==> config.mk <==
export PLATFORM = sky130hd
export DESIGN_NAME = conv_norm_pack
export DESIGN_NICKNAME = d
export VERILOG_FILES = /design/src/rtl/conv_pkg.sv /design/src/rtl/norm_fifo.sv /design/src/rtl/conv_norm_pack.sv
export SDC_FILE = /design/constraint.sdc
export NUM_CORES = 1
export LEC_CHECK = 0
export BUFFER_PORTS_ARGS = -buffer_cell sky130_fd_sc_hd__buf_2
export CORE_MARGIN = 2
export CORE_UTILIZATION = 60
export CTS_CLUSTER_DIAMETER = 40
export CTS_CLUSTER_SIZE = 28
export DETAILED_ROUTE_END_ITERATION = 8
export PLACE_DENSITY = 0.77
export SYNTH_ARGS = -nofsm -noshare
export SYNTH_HDL_FRONTEND = slang
export SYNTH_SLANG_ARGS = --single-unit
==> constraint.sdc <==
create_clock -name axi_clk -period 9.1 [get_ports axi_clk]
set_input_delay 1.365 -clock axi_clk [delete_from_list [all_inputs] [get_ports axi_clk]]
set_output_delay 1.365 -clock axi_clk [all_outputs]
set_load 0.05 [all_outputs]
==> src/rtl/conv_pkg.sv <==
// Shared constants for the convolution normalise/pack path: widths, frame geometry
// and the reciprocal shift used for constant division.
package conv_pkg;

    localparam int unsigned IN_W  = 21;
    localparam int unsigned PIX_W = 8;
    localparam int unsigned IMG_W = 512;
    localparam int unsigned IMG_H = 512;

    // Shift that makes ceil(2^s/d) exact for (in_w+1)-bit dividends and any d below 2^PIX_W
    function automatic int unsigned recip_shift(input int unsigned in_w);
        return in_w + 1 + PIX_W;
    endfunction

    localparam int unsigned RECIP_SHIFT = recip_shift(IN_W);

endpackage

==> src/rtl/norm_fifo.sv <==
// Synchronous show-ahead FIFO with occupancy output; a write when full is taken
// only alongside a read in the same cycle.
module norm_fifo #(
    parameter  int unsigned DEPTH = 16,
    parameter  int unsigned W     = conv_pkg::PIX_W,
    localparam int unsigned CNT_W = $clog2(DEPTH) + 1
) (
    input  logic             clk_i,
    input  logic             rst_i,
    input  logic             wr_en_i,
    input  logic [W-1:0]     wr_data_i,
    input  logic             rd_en_i,
    output logic [W-1:0]     rd_data_o,
    output logic             empty_o,
    output logic             full_o,
    output logic [CNT_W-1:0] count_o
);

    localparam int unsigned AW = $clog2(DEPTH);

    logic [W-1:0]     mem_q [DEPTH];
    logic [AW-1:0]    wr_ptr_q, rd_ptr_q;
    logic [CNT_W-1:0] count_q;
    logic             do_rd, do_wr;

    assign empty_o   = (count_q == '0);
    assign full_o    = (count_q == CNT_W'(DEPTH));
    assign count_o   = count_q;
    assign rd_data_o = mem_q[rd_ptr_q];
    assign do_rd     = rd_en_i && !empty_o;
    assign do_wr     = wr_en_i && (!full_o || do_rd);

    always_ff @(posedge clk_i) begin
        if (rst_i) begin
            wr_ptr_q <= '0;
            rd_ptr_q <= '0;
            count_q  <= '0;
        end else begin
            if (do_wr) wr_ptr_q <= wr_ptr_q + AW'(1);
            if (do_rd) rd_ptr_q <= rd_ptr_q + AW'(1);
            count_q <= count_q + CNT_W'(do_wr) - CNT_W'(do_rd);
        end
    end

    // Storage needs no reset; occupancy alone decides what is visible
    always_ff @(posedge clk_i) begin
        if (!rst_i && do_wr) mem_q[wr_ptr_q] <= wr_data_i;
    end

endmodule

==> src/rtl/conv_norm_pack.sv <==
// Normalises a convolution sum by DIVISOR (reciprocal multiply + shift), saturates to
// 8 bits and buffers pixels in a show-ahead FIFO. Define NORM_ROUND_EN for round-to-nearest.
module conv_norm_pack #(
    parameter int unsigned IN_W       = conv_pkg::IN_W,
    parameter int unsigned DIVISOR    = 25,
    parameter int unsigned IMG_W      = conv_pkg::IMG_W,
    parameter int unsigned IMG_H      = conv_pkg::IMG_H,
    parameter int unsigned FIFO_DEPTH = 16
) (
    input  logic                       axi_clk,
    input  logic                       axi_reset,
    input  logic                       i_data_valid,
    input  logic [IN_W-1:0]            i_data,
    input  logic                       i_data_ready,
    output logic                       o_data_valid,
    output logic [conv_pkg::PIX_W-1:0] o_data,
    output logic                       o_fifo_afull,
    output logic                       o_overflow,
    output logic                       o_frame_done
);

    localparam int unsigned PIX_W  = conv_pkg::PIX_W;
    localparam int unsigned SHIFT  = conv_pkg::recip_shift(IN_W);
    localparam int unsigned DIV_W  = IN_W + 1;
    localparam int unsigned MUL_W  = SHIFT + 1;
    localparam int unsigned PROD_W = DIV_W + MUL_W;
    localparam int unsigned Q_W    = PROD_W - SHIFT;
    localparam int unsigned CNT_W  = $clog2(FIFO_DEPTH) + 1;
    localparam int unsigned COL_W  = $clog2(IMG_W + 1);
    localparam int unsigned ROW_W  = $clog2(IMG_H + 1);

    localparam logic [MUL_W-1:0] RECIP =
        MUL_W'(((64'd1 << SHIFT) + 64'(DIVISOR) - 64'd1) / 64'(DIVISOR));
`ifdef NORM_ROUND_EN
    localparam logic [DIV_W-1:0] BIAS = DIV_W'(DIVISOR / 2);
`else
    localparam logic [DIV_W-1:0] BIAS = '0;
`endif

    logic [PROD_W-1:0] prod_d, prod_q;
    logic              s1_valid_q, s2_valid_q;
    logic [Q_W-1:0]    quot;
    logic [PIX_W-1:0]  pix_d, pix_q;
    logic [PIX_W-1:0]  fifo_head;
    logic              fifo_empty, fifo_full, handshake, frame_last;
    logic [CNT_W-1:0]  fifo_count;
    logic [COL_W-1:0]  col_d, col_q;
    logic [ROW_W-1:0]  row_d, row_q;
    logic              overflow_d, overflow_q;

    assign prod_d = PROD_W'(DIV_W'(i_data) + BIAS) * PROD_W'(RECIP);
    assign quot   = Q_W'(prod_q >> SHIFT);
    assign pix_d  = (|quot[Q_W-1:PIX_W]) ? '1 : PIX_W'(quot);

    // Stage 1 multiplies, stage 2 shifts and saturates
    always_ff @(posedge axi_clk) begin
        if (axi_reset) begin
            prod_q     <= '0;
            s1_valid_q <= 1'b0;
            pix_q      <= '0;
            s2_valid_q <= 1'b0;
        end else begin
            s1_valid_q <= i_data_valid;
            s2_valid_q <= s1_valid_q;
            if (i_data_valid) prod_q <= prod_d;
            if (s1_valid_q)   pix_q  <= pix_d;
        end
    end

    norm_fifo #(
        .DEPTH (FIFO_DEPTH),
        .W     (PIX_W)
    ) u_fifo (
        .clk_i     (axi_clk),
        .rst_i     (axi_reset),
        .wr_en_i   (s2_valid_q),
        .wr_data_i (pix_q),
        .rd_en_i   (handshake),
        .rd_data_o (fifo_head),
        .empty_o   (fifo_empty),
        .full_o    (fifo_full),
        .count_o   (fifo_count)
    );

    assign o_data_valid = !fifo_empty;
    assign o_data       = fifo_empty ? '0 : fifo_head;
    assign handshake    = o_data_valid && i_data_ready;
    assign o_fifo_afull = (fifo_count >= CNT_W'(FIFO_DEPTH - 3));
    assign frame_last   = (col_q == COL_W'(IMG_W - 1)) && (row_q == ROW_W'(IMG_H - 1));
    assign o_frame_done = handshake && frame_last;
    assign o_overflow   = overflow_q;

    // Raster position of the next pixel to leave, plus the sticky drop flag
    always_comb begin
        col_d      = col_q;
        row_d      = row_q;
        overflow_d = overflow_q | (s2_valid_q && fifo_full && !handshake);
        if (handshake) begin
            if (col_q == COL_W'(IMG_W - 1)) begin
                col_d = '0;
                row_d = (row_q == ROW_W'(IMG_H - 1)) ? '0 : row_q + ROW_W'(1);
            end else begin
                col_d = col_q + COL_W'(1);
            end
        end
    end

    always_ff @(posedge axi_clk) begin
        if (axi_reset) begin
            col_q      <= '0;
            row_q      <= '0;
            overflow_q <= 1'b0;
        end else begin
            col_q      <= col_d;
            row_q      <= row_d;
            overflow_q <= overflow_d;
        end
    end

endmodule

==> results.toml, run 1 <==
[setup_path]
path_common_cell = "fa_1"
critPathTopFamily = "adder cells"
critPathRequiredTime_ns = 9.43
worstPathBufferInverterCount = 5
crit_arrival_ns = 7.42
end_kind = "flip-flop"
worstSetupStartpointType = "primary input"
path_max_fanout = 9
r2r-end = "u_fifo.mem_q[3][7]"
cp_slowest_cell = "fa_1"
crit_type = "primary input to flip-flop"
max_stage_delay_ns = 0.60
regToRegSetupSlack_ns = 6.11
regToRegStartpoint = "u_fifo.count_o[2]"
reg2reg_depth = 6
cp_cell_sequence = "buf_2, ha_1, inv_1, fa_1, fa_1, inv_1, fa_1, fa_1, fa_1, inv_1, fa_1, inv_1, ha_1, nand4_2, nor3_2, o2111ai_1, o211ai_2, o21a_4, a41oi_4, or4b_1, o311ai_1"

[clock_network]
cts.sinks = 193
cts_made_buffers = 17
clock_path_buffers = 2
hold_buffers = 0
ctsHtreeMaxLevel = 4
cts_resized = 0
root_buffer = "clkbuf_16"
cts_setup_buffers = 0
clk_pin_slew_ns = 0.07
clk_latency_ns = 0.43
cts_tree = "done"

[sta]
min_period_ns = 7.096
max_slew_margin = 0.3558
worst_slew_pin_slew_ns = 0.9664
fmax_mhz = 140.9
holdWs_ns = 0.4527
maxSlewViolCount = 0
finalClockSkew_ns = 0.009403
min_period_over_period = 0.7798
grt_setup_unrepaired = "no"
fin_setup_tns_ns = 0
final_hold_viol_count = 0
setup_viol = 0

[die]
rows = 59
ios = 37
start_util = 0.6118
die_h_um = 167
die_w_um = 167
dieArea_sq_um = 27890
core_sq_um = 26060

[finish]
synthToLayoutAreaGrowth_pct = 6.820
drive_gt1_frac = 0.09215
post-route-util = 0.6535
antenna-diode-count = 0
final_nets = 1811
fillers = 1939
layout.cells.non_filler = 1724

[worst_hold_path]
hp-start = "prod_q[43]"
min_path_type = "flip-flop to flip-flop"
holdPathStages = 2
min_to = "prod_q[43]"

[drt]
wl_per_cell_um = 18.67
vias_per_cell = 5.521
wl_um = 32180
drt_pass1_iterations = 4
ant_nets = 0
drc = 0
vias = 9518
drt_iter0_markers = 634

[grt]
grt_start_max_net_pins = 53
overflow = 0
grt_usage = 0.2443
grt_pass1_vias = 10200
antenna_found_initial = 0
grt_pass1_wl_um = 52950

[flow_run]
max_cap_violations = 0

[synthesis]
syn-instance-count = 1341
synth_seq_area_share = 0.3227
synth_cell_types = 71
avgSynthCellArea_sq_um = 11.89
ys_ff_latch = 193
synthArstFlopShare = 0
synth_area_sq_um = 15940
synth_warnings = 0
syn_nets = 1776
synth_enable_flop_cells = 128
synth-main-ff-cell = "edfxtp_1"

[placement]
dpl.cell_count = 1692
dp_hpwl_um = 26180
place.gp.congestion = 0.9631
portBuffers = 36

[outcome]
status = "completed"
==> state kept, by name, summed over array words and instances, names as in the netlist, 4 cells and up, named ones only <==
| register | count |
|---|---|
| col_q | 10 |
| pix_q | 8 |
| prod_q | 17 |
| u_fifo.mem_q | 128 |
| u_fifo.rd_ptr_q | 4 |
| u_fifo.wr_ptr_q | 4 |
| u_fifo.count_o | 5 |
| row_q | 10 |
==> final cells by class <==
cell class	instances	area, sq um	share of cell area
clock buffer	18	429.2	0.02520
clock inverter	14	131.4	0.007715
inverter	309	1160	0.06811
multi-input combinational	817	9547	0.5606
sequential	193	5147	0.3023
tap	335	419.2	0.02461
timing repair buffer	38	195.2	0.01146
==> worst max path at each step <==
stage               cells after the start       from          to  slack (ns)
detailed placement                     23  i_data[4]  prod_q[44]        1.60
finish                                 21  i_data[4]  prod_q[38]        2.00
floorplan                              22  i_data[4]  prod_q[39]        2.13
global placement                       21  i_data[4]  prod_q[38]        1.65
CTS                                    23  i_data[4]  prod_q[44]        2.05
global route                           23  i_data[4]  prod_q[46]        1.69
==> per-layer routing <==
| layer | wire length [um] | part of all wire | vias to the layer above | global-route usage |
|---|---|---|---|---|
| li1 | - | - | 4540 | - |
| met2 | 16440 | 0.51 | 209 | 0.4283 |
| met4 | 1022 | 0.032 | 0 | 0.08621 |
| met3 | 949 | 0.029 | 56 | 0.03018 |
| met1 | 13770 | 0.43 | 4713 | 0.3147 |
| met5 | 0 | 0 | - | 0 |
==> placed cells by master (no fill, tap or decap), types with 3 or more instances in the layout <==
cell | netlist | final
edfxtp_1 | 128 | 128
mux4_2 | 40 | 40
nand3b_1 | 3 | 3
clkinvlp_4 | 0 | 6
o22ai_1 | 4 | 4
nand3_1 | 15 | 15
fa_1 | 173 | 173
or2_2 | 4 | 4
o21bai_1 | 3 | 3
a21oi_1 | 33 | 33
inv_6 | 0 | 4
a21o_1 | 15 | 15
o21ai_0 | 13 | 13
o211ai_1 | 4 | 4
ha_1 | 237 | 237
clkbuf_16 | 0 | 17
buf_2 | 6 | 36
xor2_1 | 20 | 20
inv_1 | 309 | 309
nor2_1 | 89 | 89
nor3_1 | 19 | 19
nand2_1 | 31 | 31
nand2b_1 | 7 | 7
dfxtp_1 | 65 | 63
nand4_1 | 13 | 13
mux2i_1 | 8 | 8
and2_1 | 8 | 8
or3_1 | 3 | 3
and3_1 | 4 | 4
xnor2_1 | 18 | 18
==> worst min-delay path: cells and delay by family, from the launching register on <==
family,cells,cell delay (ns)
AND/OR/NAND/NOR,1,0.05
flip-flops,1,0.31
AO/OA/AOI/OAI,1,0.05
==> stage by stage <==
stage          setup slack (ns)  cell area, sq um
6_report                  2.004             17030
5_1_grt                   1.693             17030
4_1_cts                   2.047             17030
3_5_place_dp              1.602             16470
3_3_place_gp              1.651             16470
2_1_floorplan             2.127             15940
==> cells in the mapped netlist (4+ instances only) <==
master | number | area share
a21o_1 | 15 | 0.0071
a21oi_1 | 33 | 0.010
and2_1 | 8 | 0.0031
and3_1 | 4 | 0.0016
buf_2 | 6 | 0.0019
clkbuf_1 | 13 | 0.0031
dfxtp_1 | 65 | 0.082
edfxtp_1 | 128 | 0.24
fa_1 | 173 | 0.22
ha_1 | 237 | 0.19
inv_1 | 309 | 0.073
mux2i_1 | 8 | 0.0050
mux4_2 | 40 | 0.057
nand2_1 | 31 | 0.0073
nand2b_1 | 7 | 0.0027
nand3_1 | 15 | 0.0047
nand4_1 | 13 | 0.0051
nor2_1 | 89 | 0.021
nor3_1 | 19 | 0.0060
o211ai_1 | 4 | 0.0019
o21ai_0 | 13 | 0.0041
o22ai_1 | 4 | 0.0016
or2_2 | 4 | 0.0016
xnor2_1 | 18 | 0.0099
xor2_1 | 20 | 0.011
==> logic make-up (layout without fill, tap and decap cells) <==
family / count (synthesis) / count (layout) / share of synthesized area
flip-flops: 193 / 193 / 0.3227
buffers and inverters: 331 / 379 / 0.07841
multiplexers: 49 / 49 / 0.06224
adder cells (fa/ha/maj): 410 / 410 / 0.4033
XOR/XNOR: 38 / 38 / 0.02088
AND/OR/NAND/NOR: 217 / 217 / 0.06734
AO/OA/AOI/OAI: 103 / 103 / 0.04513
Power of run 1 is not shown: default switching activity piles up to over one toggle a cycle in this logic, so the estimate is an artifact.
==> run 2: changes to the inputs <==
==> constraint.sdc (replaced) <==
create_clock -name axi_clk -period 6.7 [get_ports axi_clk]
set_input_delay 1.005 -clock axi_clk [delete_from_list [all_inputs] [get_ports axi_clk]]
set_output_delay 1.005 -clock axi_clk [all_outputs]
set_load 0.05 [all_outputs]
==> run 2 against run 1 <==
Net effect:
- first-iteration DRC count fell by 12%
- clock-buffer cell count increased by 4
- register-to-register slack worse by 2.5 ns
- flip-flop and latch count is the same
- critical path type unchanged
- highest routed layer unchanged
==> results.toml, run 2 (synthesized netlist as in run 1, its figures left out) <==
[grt]
grt_pass1_wl_um = 54790
antenna_found_initial = 0
grt_start_max_net_pins = 53
overflow = 0
grt_pass1_vias = 10700
grt_usage = 0.2523

[clock_network]
clk_latency_ns = 0.42
cts_made_buffers = 17
cts_tree = "done"
root_buffer = "clkbuf_16"
hold_buffers = 0
clk_pin_slew_ns = 0.07
cts.sinks = 193
ctsHtreeMaxLevel = 4
clock_path_buffers = 2

[placement]
dp_hpwl_um = 27490
portBuffers = 36
place.gp.congestion = 0.9175

[sta]
min_period_over_period = 0.9657
max_slew_margin = 0.4246
finalClockSkew_ns = 0.008436
min_period_ns = 6.471
maxSlewViolCount = 0
worst_slew_pin_slew_ns = 0.8591
final_hold_viol_count = 0
fmax_mhz = 154.5
setup_viol = 0

[finish]
post-route-util = 0.6763
antenna-diode-count = 0
layout_common_cells = "inv_1, ha_1, fa_1"
drive_gt1_frac = 0.1464
final_nets = 1877
multi_input_area_sq_um = 9656
largest-register = "u_fifo.mem_q"
layout_commonest_cell = "inv_1"
largest_reg_flops = 128
synthToLayoutAreaGrowth_pct = 10.55
fillers = 1921
seqCellArea_sq_um = 5147
top_regs = "u_fifo.mem_q: 128 flops, prod_q: 17 flops"

[drt]
wl_um = 33570
drt_iter0_markers = 560
ant_nets = 0
wl_per_cell_um = 18.76
vias_per_cell = 5.475
drc = 0
drt_pass1_iterations = 5
vias = 9800

[die]
rows = 59
die_w_um = 167
die_h_um = 167
start_util = 0.6118
dieArea_sq_um = 27890
core_sq_um = 26060
ios = 37

[setup_path]
crit_type = "primary input to flip-flop"
critPathRequiredTime_ns = 7.04
crit_arrival_ns = 6.81
end_kind = "flip-flop"
worstSetupStartpointType = "primary input"
path_max_fanout = 6

[flow_run]
max_cap_violations = 0

[worst_hold_path]
min_path_type = "flip-flop to flip-flop"

[outcome]
status = "completed"
## run 2: cell types whose count changed in the layout (fill, tap and decap cells not counted), sizes merged
| cell | before | now |
|---|---|---|
| buf | 38 | 104 |
| bufinv | 1 | 0 |
| clkbuf | 18 | 22 |
| clkinv | 3 | 5 |
| clkinvlp | 6 | 0 |
| inv | 313 | 314 |
## run 2: layout make-up
class | count | share of cell area
Tap cell | 335 | 0.02378
Timing Repair Buffer | 104 | 0.03919
Multi-Input combinational cell | 817 | 0.5479
Inverter | 309 | 0.06581
Clock inverter | 10 | 0.004331
Clock buffer | 22 | 0.02691
Sequential cell | 193 | 0.2921
## run 2: path summary, 6_finish.rpt
| path | start | to | slack (ns) | cells past startpoint |
|---|---|---|---|---|
| max | i_data[3] | prod_q[38] | 0.23 | 22 |
| min | prod_q[43] | prod_q[43] | 0.45 | 2 |
| max reg2reg | u_fifo.count_o[2] | u_fifo.mem_q[3][4] | 3.65 | 6 |
| min reg2reg | prod_q[43] | prod_q[43] | 0.45 | 2 |
## run 2: repair_timing
action                     in CTS  in global routing
setup endpoints to repair       0                 11
setup buffers                   0                  2
gates resized for setup         0                 22
## run 2: metrics by stage
| stage | worst slack [ns] | hold slack, ns | area, sq um | instances | TNS [ns] |
|---|---|---|---|---|---|
| 6_report | 0.2295 | 0.4519 | 17620 | 1790 | 0 |
| 2_1_floorplan | 0.08702 | 0.4162 | 15940 | 1341 | 0 |
| 3_5_place_dp | -0.2801 | 0.4447 | 16950 | 1756 | -2.589 |
| 4_1_cts | 0.1588 | 0.4544 | 17500 | 1788 | 0 |
| 5_1_grt | -0.03745 | 0.4640 | 17620 | 1790 | -0.04584 |
| 3_3_place_gp | -0.2100 | 0.4357 | 16950 | 1756 | -1.454 |
## run 2: worst max-delay path: stages
cell       delay (ns)
buf_2            0.12
buf_4            0.17
ha_1             0.32
inv_1            0.08
fa_1             0.44
fa_1             0.54
inv_1            0.05
fa_1             0.46
fa_1             0.50
fa_1             0.55
inv_1            0.06
fa_1             0.52
inv_1            0.06
ha_4             0.28
nand4_2          0.12
nor3_2           0.24
o2111ai_2        0.15
o211ai_2         0.22
o21a_4           0.19
a41oi_4          0.14
or4b_1           0.49
o311ai_1         0.09
## run 2: per-layer routing
layer  global-route usage  wire length (um)  vias up
li1                     -                 -     4660
met1               0.3098             13820     4844
met2               0.4571             17370      224
met3              0.02400              1057       72
met4               0.1046              1321        0
met5                    0                 0        -
Power of run 2 is left out for the same reason.
